--- src/rtl/md_issue_ctrl.sv ---
// MDU issue controller: decodes the E-stage MDU op into start/op/operands,
// mirrors MDU occupancy with a countdown and raises the D-stage stall.
module md_issue_ctrl #(
    parameter int LAT_MUL = 5,
    parameter int LAT_DIV = 10
) (
    input  logic        clk,
    input  logic        reset,
    input  logic        Req,
    input  logic        E_valid,
    input  logic [3:0]  E_md_op,
    input  logic [31:0] E_rs,
    input  logic [31:0] E_rt,
    input  logic        D_md_use,
    input  logic        md_busy,
    input  logic [31:0] md_hi,
    input  logic [31:0] md_lo,
    output logic        md_start,
    output logic [3:0]  md_op,
    output logic [31:0] md_A,
    output logic [31:0] md_B,
    output logic        stall_D,
    output logic [31:0] E_md_rdata,
    output logic        div0,
    output logic        proto_err,
    output logic [31:0] stall_cnt
);
    localparam int LAT_MAX = (LAT_DIV > LAT_MUL) ? LAT_DIV : LAT_MUL;
    localparam int CW      = $clog2(LAT_MAX + 1);

    typedef enum logic {IDLE, BUSY} state_t;

    state_t        state;
    logic [CW-1:0] cnt;
    logic          e_go, is_mul, is_div, is_cmd, busy, iss;

    assign e_go   = E_valid & ~Req;
    assign is_mul = (E_md_op == 4'd1) | (E_md_op == 4'd7);
    assign is_div = (E_md_op == 4'd2) | (E_md_op == 4'd8);
    assign is_cmd = is_mul | is_div;
    assign busy   = (state == BUSY);
    assign iss    = e_go & is_cmd & ~busy;

    assign md_start = iss;
    assign md_op    = e_go ? E_md_op : 4'd0;
    assign md_A     = E_rs;
    assign md_B     = E_rt;
    // The start cycle stalls too: md_busy is not up yet and HI/LO still read 0.
    assign stall_D  = D_md_use & (iss | busy);

    always_comb begin
        E_md_rdata = 32'h0;
        case (E_md_op)
            4'd5:    E_md_rdata = md_hi;
            4'd6:    E_md_rdata = md_lo;
            default: E_md_rdata = 32'h0;
        endcase
    end

    always_ff @(posedge clk or negedge reset) begin
        if (!reset) begin
            state     <= IDLE;
            cnt       <= '0;
            div0      <= 1'b0;
            proto_err <= 1'b0;
            stall_cnt <= 32'h0;
        end else begin
            case (state)
                IDLE: if (iss) begin
                    state <= BUSY;
                    cnt   <= is_div ? CW'(LAT_DIV) : CW'(LAT_MUL);
                end
                BUSY: begin
                    cnt <= cnt - CW'(1);
                    if (cnt == CW'(1)) state <= IDLE;
                end
            endcase
            if (iss & is_div & (E_rt == 32'h0)) div0 <= 1'b1;
            // Either an op arriving while occupied or the MDU disagreeing with the mirror.
            if ((E_valid & is_cmd & busy) | (md_busy != busy)) proto_err <= 1'b1;
            stall_cnt <= stall_cnt + {31'h0, stall_D};
        end
    end
endmodule

--- config.mk ---
export PLATFORM = sky130hd
export DESIGN_NAME = md_issue_ctrl
export DESIGN_NICKNAME = d
export VERILOG_FILES = /design/src/rtl/md_issue_ctrl.sv
export SDC_FILE = /design/constraint.sdc
export NUM_CORES = 1
export LEC_CHECK = 0
export CAP_MARGIN = 25
export CORE_AREA = 3 3 105 107
export CTS_CLUSTER_DIAMETER = 30
export CTS_CLUSTER_SIZE = 40
export DETAILED_ROUTE_END_ITERATION = 7
export DIE_AREA = 0 0 108 110
export PLACE_DENSITY_LB_ADDON = 0.05
export SLEW_MARGIN = 5
export SYNTH_ARGS = -nofsm -noshare
export SYNTH_HDL_FRONTEND = slang
export SYNTH_SLANG_ARGS = --single-unit
--- constraint.sdc ---
create_clock -name clk -period 5.4 [get_ports clk]
set_input_delay 1.35 -clock clk [delete_from_list [all_inputs] [get_ports clk]]
set_output_delay 1.35 -clock clk [all_outputs]
set_load 0.02 [all_outputs]
==> impl_metrics.csv <==
group,metric,value,unit
power,p_int,0.692,mW
drt,wirelength,10.6,mm
synth,ys.flop_type,"dfrtp_1",
cts,cts_hold_buf,0,
power,p_leak,1.87,nW
job,max_cap_viol_count,0,
critical_path,crit_path_start_kind,"input pin",
power,swShare,31.7,%
critical_path,reg2reg_slack,3010,ps
final_layout,fin_area,4710,um^2
status,outcome,"finished, final reports clean",
min_path,min_to,"div0",
critical_path,cp_max_fo,32,
critical_path,worst_path_dominant_cell_family,"buffers and inverters",
synth,synth_nets,427,
drt,vias_per_cell,4.70,
sta,fin_skew,8.17,ps
final_layout,antennaDiodeCount,0,
floorplanning,io_pins,274,
final_layout,final_util,46.1,%
grt,grt_usage,16.9,%
cts,cts_resized,0,
critical_path,cp.buffers_inverters,3,
drt,drt_iter0_drc,145,
synth,synth_top_cell_area_share,35.0,%
cts,htreeDepth,2,
power,seq_power_share,37.7,%
floorplanning,rows,37,
cts,cts_tree,"done",
critical_path,critPathMaxStageDelay,680,ps
critical_path,r2r_start,"busy",
critical_path,cp_cell_sequence,"clkdlybuf4s50_1 -> nor4bb_4 -> buf_4 -> a22o_1 -> clkdlybuf4s50_1",
power,power.switching,0.321,mW
floorplanning,start_util,27.2,%
synth,yosysMostFrequentCell,"buf_4",
synth,ys_types,39,
sta,min_period_over_period,92.6,%
placement,place_area,4570,um^2
min_path,hold_path.class,"flip-flop to flip-flop",
power,p_comb_share,36.9,%
critical_path,slowest_stage,"clkdlybuf4s50_1",
grt,antenna_found_initial,0,
cts,clkSinkCount,39,
synth,ys_ff_latch,39,
floorplanning,die_area,11900,um^2
min_path,hp-start,"div0",
sta,fmax,200,MHz
power,peakVddDrop,161,uV
floorplanning,core_area,10200,um^2
sta,rsz0062_at_grt,"no",
sta,slew_viol_final,0,
cts,ctsLongestPathBuffers,2,
power,power_density,215,nW/um^2
critical_path,worstSetupPathType,"input pin to primary output",
critical_path,crit_path_frequent_cell,"clkdlybuf4s50_1",
synth,syn_inst,285,
cts,path_clk_slew,80,ps
min_path,holdPathStages,1,
synth,synth_commonest_cells,"buf_4 (64), dfrtp_1 (39), a22o_1 (32), xnor2_1 (29), nand3_1 (16)",
placement,gp_congestion,0.748,
drt,vias,2675,
cts,root_buffer,"clkbuf_8",
grt,overflow,0,
sta,final_hold_viol_count,0,
final_layout,nNetsFinal,574,
synth,synth_largest_area_cell,"dfrtp_1",
synth,yosys_warnings,0,
grt,grt_max_degree,40,
grt,grt_pass1_wl,15.2,mm
critical_path,cp-end-kind,"primary output",
synth,synthesis.area,2790,um^2
synth,postSynthAreaPerCell,9.78,um^2
power,clock_power_share,25.4,%
cts,clk_latency,290,ps
final_layout,areaGrowthSynthToFinish,69.0,%
sta,max_slew_margin,59.0,%
synth,synth_edf_count,0,
sta,setup_viol_count_final,0,
cts,postCtsSetupBuffers,0,
drt,drcViolationCount,0,
cts,cts_buffers,5,
placement,port_buffers,209,
power,p_total,1.01,mW
grt,grt_pass1_vias,2586,
final_layout,layout-drive-gt1-share,5.31,%
critical_path,rr_worst_depth,8,
sta,fin_crit,5000,ps
critical_path,required,4050,ps
placement,hpwlAfterDp,8.64,mm
drt,drt-wirelength-per-cell,18.6,um
floorplanning,fp.dieW,108,um
sta,tightest_slew,613,ps
final_layout,ff_latch_area,976,um^2
synth,async_flop_share,100,%
floorplanning,die_y,110,um
drt,ant_nets,0,
synth,netlist_top_cells_area,"dfrtp_1 (35%), buf_4 (17%), a22o_1 (10%), xnor2_1 (9.1%), nand3_1 (2.9%)",
critical_path,crit_arrival,3650,ps
drt,first_pass_iters,7,
final_layout,multi_input_area,1300,um^2
synth,synth_seq_area_share,35.0,%
final_layout,n_fill_cell,987,
critical_path,reg2reg_to,"stall_cnt[12]",
sta,fin_setup_tns,0,ps
## through the flow
step,worst slack [ps],instances,hold slack [ps]
2_1_floorplan,1620,285,523
3_3_place_gp,408,560,440
3_5_place_dp,408,560,448
4_1_cts,401,568,467
5_1_grt,312,569,494
6_report,402,569,462
## layer usage
layer,GRT usage [%],vias up,share of wire (%)
met5,0,-,0
met4,3.79,0,1.6
met3,3.84,23,6.1
met2,28.3,100,50
met1,22.2,1280,43
li1,-,1272,-
## worst max path at each step
stage,start,cells past startpoint,end
after floorplan,E_md_op[1],11,stall_cnt[12]
after global placement,E_md_op[1],5,E_md_rdata[19]
after detailed placement,E_md_op[0],5,E_md_rdata[19]
after CTS,E_md_op[1],5,E_md_rdata[19]
after global routing,E_md_op[1],5,E_md_rdata[19]
final,E_md_op[1],5,E_md_rdata[17]
## registers in the layout, indices dropped and copies added (netlist names)
| name | cells |
|---|---|
| stall_cnt | 32 |
| cnt | 4 |
| busy | 1 |
| div0 | 1 |
| proto_err | 1 |
## layout make-up
cell class / count / share of cell area (%)
clock inverter: 2 / 0.743
timing repair buffer: 213 / 45.2
clock buffer: 6 / 1.75
tap: 136 / 3.61
sequential: 39 / 20.7
inverter: 5 / 0.398
multi-input combinational: 168 / 27.6
## power by group through the flow
| stage | logic [mW] | clock network (mW) | registers [mW] |
|---|---|---|---|
| 2_1_floorplan | 0.193 | 0 | 0.407 |
| 3_3_place_gp | 0.372 | 0 | 0.387 |
| 3_5_place_dp | 0.376 | 0 | 0.388 |
| 4_1_cts | 0.378 | 0.265 | 0.382 |
| 5_1_grt | 0.403 | 0.279 | 0.391 |
| 6_report | 0.373 | 0.257 | 0.382 |
## cell usage in the layout (no fill, tap or decap), types with 3 or more instances in the layout
cell,Yosys,routed
and2_1,5,5
nand2_1,9,9
and3_1,4,4
clkdlybuf4s50_1,0,208
xor2_1,5,5
a22o_1,32,32
clkbuf_8,0,6
xnor2_1,29,29
nand3_1,16,16
ha_1,4,4
nor4_1,8,8
inv_1,4,4
buf_4,64,3
dfrtp_1,39,39
nand4_1,12,12
nor2_1,12,12
nor3_1,6,6
## cell families after synthesis
family / count (synthesis) / share of synthesized area, %
AOI/OAI and AO/OA: 45 / 14.1
adders and majority gates: 4 / 1.80
xor gates and xnor gates: 34 / 10.7
DFF: 39 / 35.0
buffers and inverters: 78 / 19.4
and+or+nand+nor: 85 / 19.0
Power figures use the tool's default switching activity.
